<file path="src/rtl/mips_pipe_pkg.sv">
// Shared constants and types for the MIPS pipeline registers.
package mips_pipe_pkg;

  localparam int unsigned DW_DEFAULT       = 32;
  localparam logic [31:0] PC_RESET_DEFAULT = 32'h0000_3008;
  localparam logic [31:0] NOP_INSTR        = 32'h0000_0000;

  typedef struct packed {
    logic [31:0] instr;
    logic [31:0] aluout;
    logic [31:0] writedata;
    logic [31:0] pcplus;
  } ex_mem_payload_t;

  typedef enum logic [1:0] {
    StEmpty,
    StOne,
    StTwo
  } stage_state_e;

endpackage

</file>
<file path="src/rtl/ex_mem_stage_if.sv">
// EX->MEM boundary bundle: EX-side beat with valid/ready, MEM-side beat with valid/ready, flush.
interface ex_mem_stage_if import mips_pipe_pkg::*; #(
  parameter int unsigned DW = DW_DEFAULT
) ();

  logic          flush;
  logic          in_valid;
  logic          in_ready;
  logic [DW-1:0] instrE;
  logic [DW-1:0] ALUOutE;
  logic [DW-1:0] WriteDataE;
  logic [DW-1:0] pcplusE;
  logic          out_valid;
  logic          out_ready;
  logic [DW-1:0] instrM;
  logic [DW-1:0] ALUOutM;
  logic [DW-1:0] WriteDataM;
  logic [DW-1:0] pcplusM;

  modport master (
    output flush, in_valid, instrE, ALUOutE, WriteDataE, pcplusE, out_ready,
    input  in_ready, out_valid, instrM, ALUOutM, WriteDataM, pcplusM
  );

  modport slave (
    input  flush, in_valid, instrE, ALUOutE, WriteDataE, pcplusE, out_ready,
    output in_ready, out_valid, instrM, ALUOutM, WriteDataM, pcplusM
  );

endinterface

</file>
<file path="src/rtl/ex_mem_stage_slot.sv">
// One payload register with a valid bit; clear kills the entry but preserves the KeepMask bits.
module pipe_slot import mips_pipe_pkg::*; #(
  parameter int unsigned      Width    = 4 * DW_DEFAULT,
  parameter logic [Width-1:0] ResetVal = '0,
  parameter logic [Width-1:0] ClearVal = '0,
  parameter logic [Width-1:0] KeepMask = '0
) (
  input  logic             clk,
  input  logic             rst,
  input  logic             load,
  input  logic             drain,
  input  logic             clear,
  input  logic [Width-1:0] data_in,
  output logic             valid,
  output logic [Width-1:0] data
);

  logic             valid_q;
  logic [Width-1:0] data_q;

  always_ff @(posedge clk or posedge rst) begin
    if (rst) begin
      valid_q <= 1'b0;
      data_q  <= ResetVal;
    end else if (clear) begin
      valid_q <= 1'b0;
      data_q  <= (data_q & KeepMask) | (ClearVal & ~KeepMask);
    end else if (load) begin
      valid_q <= 1'b1;
      data_q  <= data_in;
    end else if (drain) begin
      // Data stays put when emptied; MEM ignores it while invalid.
      valid_q <= 1'b0;
    end
  end

  assign valid = valid_q;
  assign data  = data_q;

endmodule

</file>
<file path="src/rtl/ex_mem_stage.sv">
// EX/MEM pipeline register with valid/ready handshake, optional skid entry and flush-to-NOP.
module ex_mem_stage #(
  parameter int unsigned   DW        = mips_pipe_pkg::DW_DEFAULT,
  parameter logic [DW-1:0] PC_RESET  = DW'(mips_pipe_pkg::PC_RESET_DEFAULT),
  parameter logic [DW-1:0] NOP_INSTR = DW'(mips_pipe_pkg::NOP_INSTR),
  parameter bit            SKID      = 1'b1
) (
  input logic           clk,
  input logic           rst,
  ex_mem_stage_if.slave bus
);
  import mips_pipe_pkg::*;

  typedef struct packed {
    logic [DW-1:0] instr;
    logic [DW-1:0] aluout;
    logic [DW-1:0] writedata;
    logic [DW-1:0] pcplus;
  } payload_t;

  localparam int unsigned     PayloadW = 4 * DW;
  localparam logic [4*DW-1:0] EmptyVal = {NOP_INSTR, {(2 * DW){1'b0}}, PC_RESET};
  // pcplus survives a flush so the exception logic can still read the EPC.
  localparam logic [4*DW-1:0] PcKeep   = {{(3 * DW){1'b0}}, {DW{1'b1}}};

  stage_state_e state_q, state_d;
  logic         in_ready_q;
  logic         main_valid, skid_valid;
  logic         in_xfer, out_xfer;
  logic         main_load, main_drain;
  payload_t     in_data, main_data, skid_data, main_next;

  assign in_data  = {bus.instrE, bus.ALUOutE, bus.WriteDataE, bus.pcplusE};
  assign in_xfer  = bus.in_valid && bus.in_ready;
  assign out_xfer = main_valid && bus.out_ready;

  always_comb begin
    state_d    = state_q;
    main_load  = 1'b0;
    main_drain = 1'b0;
    unique case (state_q)
      StEmpty: begin
        if (in_xfer) begin
          main_load = 1'b1;
          state_d   = StOne;
        end
      end
      StOne: begin
        if (in_xfer && out_xfer) begin
          main_load = 1'b1;
        end else if (SKID && in_xfer) begin
          state_d = StTwo;
        end else if (out_xfer) begin
          main_drain = 1'b1;
          state_d    = StEmpty;
        end
      end
      StTwo: begin
        if (out_xfer) begin
          main_load = 1'b1;
          state_d   = StOne;
        end
      end
      default: state_d = StEmpty;
    endcase
    if (bus.flush) state_d = StEmpty;
  end

  always_ff @(posedge clk or posedge rst) begin
    if (rst) begin
      state_q    <= StEmpty;
      in_ready_q <= 1'b0;
    end else begin
      state_q    <= state_d;
      in_ready_q <= (state_d != StTwo);
    end
  end

  // A full skid always drains into main ahead of any new beat.
  assign main_next = skid_valid ? skid_data : in_data;

  pipe_slot #(
    .Width    (PayloadW),
    .ResetVal (EmptyVal),
    .ClearVal (EmptyVal),
    .KeepMask (PcKeep)
  ) u_main (
    .clk     (clk),
    .rst     (rst),
    .load    (main_load),
    .drain   (main_drain),
    .clear   (bus.flush),
    .data_in (main_next),
    .valid   (main_valid),
    .data    (main_data)
  );

  if (SKID) begin : g_skid
    pipe_slot #(
      .Width    (PayloadW),
      .ResetVal (EmptyVal),
      .ClearVal (EmptyVal),
      .KeepMask (PcKeep)
    ) u_skid (
      .clk     (clk),
      .rst     (rst),
      .load    (in_xfer && main_valid && !out_xfer),
      .drain   (out_xfer),
      .clear   (bus.flush),
      .data_in (in_data),
      .valid   (skid_valid),
      .data    (skid_data)
    );
  end else begin : g_no_skid
    assign skid_valid = 1'b0;
    assign skid_data  = EmptyVal;
  end

  // in_ready_q is low only in reset or with the skid full; without a skid it just marks reset.
  assign bus.in_ready   = in_ready_q && (SKID || bus.out_ready || !main_valid);
  assign bus.out_valid  = main_valid;
  assign bus.instrM     = main_data.instr;
  assign bus.ALUOutM    = main_data.aluout;
  assign bus.WriteDataM = main_data.writedata;
  assign bus.pcplusM    = main_data.pcplus;

endmodule

</file>
<file path="src/flat_wrapper.sv">
// flat-port wrapper written by rule: the top's interface ports become plain ports
module ex_mem_stage_flat import mips_pipe_pkg::*;
#(
  parameter int unsigned   DW        = mips_pipe_pkg::DW_DEFAULT,
  parameter logic [DW-1:0] PC_RESET  = DW'(mips_pipe_pkg::PC_RESET_DEFAULT),
  parameter logic [DW-1:0] NOP_INSTR = DW'(mips_pipe_pkg::NOP_INSTR),
  parameter bit            SKID      = 1'b1
)
  (clk, rst, bus_flush, bus_in_valid, bus_instrE, bus_ALUOutE, bus_WriteDataE, bus_pcplusE, bus_out_ready, bus_in_ready, bus_out_valid, bus_instrM, bus_ALUOutM, bus_WriteDataM, bus_pcplusM);
  ex_mem_stage_if #(.DW(DW)) bus_i ();
  input logic clk;
  input logic rst;
  input wire logic [$bits(bus_i.flush)-1:0] bus_flush;
  input wire logic [$bits(bus_i.in_valid)-1:0] bus_in_valid;
  input wire logic [$bits(bus_i.instrE)-1:0] bus_instrE;
  input wire logic [$bits(bus_i.ALUOutE)-1:0] bus_ALUOutE;
  input wire logic [$bits(bus_i.WriteDataE)-1:0] bus_WriteDataE;
  input wire logic [$bits(bus_i.pcplusE)-1:0] bus_pcplusE;
  input wire logic [$bits(bus_i.out_ready)-1:0] bus_out_ready;
  output wire logic [$bits(bus_i.in_ready)-1:0] bus_in_ready;
  output wire logic [$bits(bus_i.out_valid)-1:0] bus_out_valid;
  output wire logic [$bits(bus_i.instrM)-1:0] bus_instrM;
  output wire logic [$bits(bus_i.ALUOutM)-1:0] bus_ALUOutM;
  output wire logic [$bits(bus_i.WriteDataM)-1:0] bus_WriteDataM;
  output wire logic [$bits(bus_i.pcplusM)-1:0] bus_pcplusM;
  assign bus_i.flush = bus_flush;
  assign bus_i.in_valid = bus_in_valid;
  assign bus_i.instrE = bus_instrE;
  assign bus_i.ALUOutE = bus_ALUOutE;
  assign bus_i.WriteDataE = bus_WriteDataE;
  assign bus_i.pcplusE = bus_pcplusE;
  assign bus_i.out_ready = bus_out_ready;
  assign bus_in_ready = bus_i.in_ready;
  assign bus_out_valid = bus_i.out_valid;
  assign bus_instrM = bus_i.instrM;
  assign bus_ALUOutM = bus_i.ALUOutM;
  assign bus_WriteDataM = bus_i.WriteDataM;
  assign bus_pcplusM = bus_i.pcplusM;
  ex_mem_stage #(.DW(DW), .PC_RESET(PC_RESET), .NOP_INSTR(NOP_INSTR), .SKID(SKID)) u_core (.clk(clk), .rst(rst), .bus(bus_i));
endmodule
</file>
<file path="config.mk">
export PLATFORM = sky130hd
export DESIGN_NAME = ex_mem_stage_flat
export DESIGN_NICKNAME = d
export VERILOG_FILES = /design/src/rtl/mips_pipe_pkg.sv /design/src/rtl/ex_mem_stage_if.sv /design/src/rtl/ex_mem_stage_slot.sv /design/src/rtl/ex_mem_stage.sv /design/src/flat_wrapper.sv
export SDC_FILE = /design/constraint.sdc
export NUM_CORES = 1
export LEC_CHECK = 0
export CAP_MARGIN = 30
export CORE_ASPECT_RATIO = 0.5
export CORE_UTILIZATION = 45
export DETAILED_ROUTE_END_ITERATION = 8
export MAX_ROUTING_LAYER = met4
export PLACE_DENSITY = 0.75
export SLEW_MARGIN = 20
export SYNTH_ARGS = -nofsm -noshare
export SYNTH_HDL_FRONTEND = slang
export SYNTH_SLANG_ARGS = --single-unit
</file>
<file path="constraint.sdc">
create_clock -name clk -period 8.7 [get_ports clk]
set_clock_uncertainty 0.15 [all_clocks]
set_input_delay 1.74 -clock clk [delete_from_list [all_inputs] [get_ports clk]]
set_output_delay 1.74 -clock clk [all_outputs]
set_load 0.05 [all_outputs]
</file>
==> impl_summary.md <==
Critical path
Across all register-to-register paths, the minimum setup slack is around 6 ns. The biggest cell delay along the critical path is ~0.70 ns. At the worst endpoint, the required time is between 9 and 10 ns. Following the worst setup path forward leads to its endpoint at u_core.g_skid.u_skid.data[99]$_DFFE_PP0P_. The maximum fanout count along the critical path is 118.

Measured in cells, the most critical reg-to-reg path has a length of 5. For this design, the slowest cell found on the critical path is inv_6. The worst register-to-register path ends at u_core.g_skid.u_skid.data[6]$_DFFE_PP0P_. The critical path capture point type is a flip-flop. The worst setup path is launched from a primary input. The critical path is of the primary input to flip-flop type.

The signal on the critical path passes through clkdlybuf4s50_1 > inv_6 > o21a_4 > buf_4 > buf_12 > a22o_1. The signal arrival time at the worst endpoint is 4.39 ns. The critical path starts at bus_flush. The worst register-to-register path begins at u_core.u_main.valid$_DFFE_PP0P_.

CTS
The count of hold buffers inserted by post-cts repair is 0. The clock latency on the worst-skew pair is approximately 0.53 ns. The largest buffer count on any clock path is 3. The number of sinks on the clock net is between 200 and 300. The post-CTS setup-driven buffer insertion count is 0.

The cell sitting at the root of the clock tree is a clkbuf_16. In this run the number of H-tree levels came out at 1. The clock tree from TritonCTS is built. TritonCTS created 25 clock buffers. The clock slew seen by the registers of the worst setup and hold paths is roughly 0.060 ns. The post-cts gate resize count is 0.

Pwr
The total power density per cell area is about 240 nW/µm². VDD sags by at most roughly 0.00016 V. Registers are responsible for 39.4% of the overall power. The switching power as a share of total power is between 30% and 40%. The static leakage power is 7.00 nW. The power spent charging and discharging nets is ~1.2 mW. The share of power burned in the clock network is about a third. Cell internal power was estimated by the tool at ~2.6 mW. In this run, the combinational gates consume ~29% of the power.

Yosys
The post-synth design cell area is approximately 12,000 µm². In this run the mean area of a mapped cell was 12.1 µm². In the synthesized netlist, the number of instances is 985.

Yosys mapped the design onto 32 distinct sky130hd cell types. During synthesis, Yosys emitted a total of 0 warnings. The register bit total from synthesis is between 200 and 300. Sequential elements use 55.0% of the synthesized area. The synthesized netlist net count is roughly 1,100.

Place
Timing analysis after detailed placement gives a worst setup slack of between 3 and 4 ns. The number of instances in the placed design is 1,522. The port buffer count is around 260. Routability-driven placement finished with a final weighted congestion of 0.840.

Summed over all nets, the half-perimeter wirelength after detailed placement is ~20,000 µm.

Timing
Setup violations remaining at the end of the flow were counted as 0. The clock period minus worst slack is ~4 ns. The count of final hold-check violations came to 0. The final worst-path cycle share is roughly 47%. The worst hold slack after final layout is about 0.35 ns. At the pin with the least slew margin, the transition time is 0.836 ns.

Setup repair after global routing left no endpoint under its margin. Setup slack on the critical path of the routed design comes to between 4 and 5 ns. The headroom to the max-slew limit is approximately 44%. The count of pins over their slew limit is 0. For this run, the top clock speed supported by timing is roughly 250 MHz.

The final setup TNS is 0 ns.

Run status
The run finished with clean final reports.

Floorplan
around 260 I/O pins were placed. The die height is ~120 µm. The die extent in x is ~230 µm. After floorplanning, the core was divided into a little over 40 placement rows. The initial utilization of the core area, before any placement, comes to a little under half. The die covers about 27,000 µm². The core region area is between 20,000 and 30,000 µm².

Detailed routing
The routed wire length per instance is about 20 µm. Dividing the detail-routed via count by the number of cells gives 5.57. Summing over every cut layer, the via total after detailed routing is 8,749. The detail route stage leaves a number of antenna-violating nets equal to 0. The residual DRC count is 0. The final layout contains routed wiring with a total length of about 31,000 µm. For this run, the detailed router's first-pass iteration total came to 5. The DRC violation total after the first TritonRoute iteration is between 600 and 700.

Layout
After the last flow step, the layout net total stands at 1,341. Leaving out filler cells and counting taps, the final layout contains 1,572. The final design utilization is 61.3%.

The area growth from synthesis to layout is 32.0%. The layout cell share with drive strength beyond 1 is between 10% and 20%.

GRT
The global routing usage summed across all routing layers is 23.4%. The global-route wire length before repair is around 49,000 µm. The number of global-route vias before repair is ~9,000.

The number of antenna violations at the first check in global routing is 1. The pin count of the biggest net entering global routing is ~120. Summed over all layers, the global routing overflow is 0.

Worst hold path
The min-delay analysis places its worst path in the category flip-flop to flip-flop.

Job
The number of max-cap violations is 0.
synth_stat cells:
cell type / instances / area share (%)
a21oi_1: 33 / 1.4
o31ai_1: 1 / 0.063
nand3_1: 1 / 0.042
dfstp_2: 6 / 1.3
a22o_1: 96 / 7.1
or3_1: 1 / 0.053
nand4b_1: 1 / 0.074
and3b_1: 1 / 0.074
dfrtp_1: 255 / 54
a21boi_2: 1 / 0.095
buf_6: 6 / 0.57
nor3_1: 3 / 0.13
inv_1: 1 / 0.032
buf_2: 38 / 1.6
mux2i_1: 128 / 11
and2_1: 1 / 0.053
o31a_1: 1 / 0.074
nand2_1: 194 / 6.1
nor2b_1: 1 / 0.053
clkbuf_1: 35 / 1.1
a211oi_1: 1 / 0.063
o2bb2ai_1: 1 / 0.074
mux2_2: 128 / 12
xnor2_1: 1 / 0.074
buf_4: 9 / 0.57
inv_2: 1 / 0.032
o21ai_0: 1 / 0.042
a32oi_1: 32 / 2.4
o211ai_2: 1 / 0.11
nor2_1: 4 / 0.13
a31oi_1: 1 / 0.053
o21a_1: 1 / 0.063
worst max-delay path, delay by kind of cell:
family / cells / cell delay [ns]
AO/OA/AOI/OAI: 2 / 0.43
buffers and inverters: 4 / 2.17
power groups by stage:
| stage | registers [mW] | logic, mW | clock network [mW] |
|---|---|---|---|
| final | 1.50 | 1.10 | 1.21 |
| after global routing | 1.52 | 1.16 | 1.28 |
| after CTS | 1.51 | 1.10 | 1.23 |
| after detailed placement | 1.53 | 1.09 | 0 |
| after global placement | 1.52 | 1.07 | 0 |
| after floorplan | 1.85 | 0.386 | 0 |
registers in the layout, summed over array words and instances (netlist names):
signal and count:
u_core.g_skid.u_skid.data 128, u_core.u_main.data 128, u_core.state_q 2, u_core.bus.in_ready 1
u_core.g_skid.u_skid.valid 1, u_core.u_main.valid 1
per-layer routing:
| metal | share of wire, % | GRT usage (%) | vias up |
|---|---|---|---|
| met5 | 0 | - | - |
| met4 | 4.7 | 10.9 | 0 |
| met3 | 3.2 | 3.39 | 88 |
| met2 | 48 | 37.8 | 196 |
| met1 | 44 | 29.4 | 4474 |
| li1 | - | - | 3991 |
cell families (layout without fill, tap and decap cells):
kind of cell | after synthesis | after routing | synth area share, %
flops | 261 | 261 | 55.0
mux | 256 | 256 | 22.9
simple gates | 207 | 207 | 6.72
compound gates | 170 | 170 | 11.4
buf+inv | 90 | 331 | 3.90
xor+xnor | 1 | 1 | 0.0736
other cells | 0 | 2 | 0
metrics by stage:
step	total power, mW	area, µm²
6_report	3.81	15700
5_1_grt	3.96	15700
4_1_cts	3.83	15600
3_5_place_dp	2.62	14700
3_3_place_gp	2.59	14700
2_1_floorplan	2.24	11900
how the worst min path moves through the flow:
stage                                                     from                                          to  slack (ns)  depth (start not counted)
detailed placement   u_core.g_skid.u_skid.data[63]$_DFFE_PP0P_   u_core.g_skid.u_skid.data[63]$_DFFE_PP0P_        0.34                          1
global route         u_core.g_skid.u_skid.data[48]$_DFFE_PP0P_   u_core.g_skid.u_skid.data[48]$_DFFE_PP0P_        0.36                          1
floorplan           u_core.g_skid.u_skid.data[122]$_DFFE_PP0P_  u_core.g_skid.u_skid.data[122]$_DFFE_PP0P_        0.32                          1
finish               u_core.g_skid.u_skid.data[98]$_DFFE_PP0P_   u_core.g_skid.u_skid.data[98]$_DFFE_PP0P_        0.35                          1
global placement     u_core.g_skid.u_skid.data[86]$_DFFE_PP0P_   u_core.g_skid.u_skid.data[86]$_DFFE_PP0P_        0.33                          1
CTS                  u_core.g_skid.u_skid.data[63]$_DFFE_PP0P_   u_core.g_skid.u_skid.data[63]$_DFFE_PP0P_        0.36                          1
cell type report:
cell class | instances | area, µm²
multi-input cells | 634 | 4920
inverters | 2 | 16.3
clock inverters | 8 | 165
well taps | 344 | 430
clock buffers | 37 | 741
repair buffers | 284 | 2880
diodes | 2 | 5.00
fillers | 2010 | 9900
flip-flops and latches | 261 | 6540
placed cells by master (no fill, tap or decap), drive strengths merged, types with 2 or more instances in the layout:
master / n
mux2i: 128
dfstp: 6
diode: 2
nand2: 194
a22o: 96
buf: 22
nor2: 4
dfrtp: 255
clkinv: 3
a32oi: 32
bufinv: 5
clkbuf: 37
a21oi: 33
clkdlybuf4s50: 262
mux2: 128
nor3: 3
(Power assumes the default switching activity.)
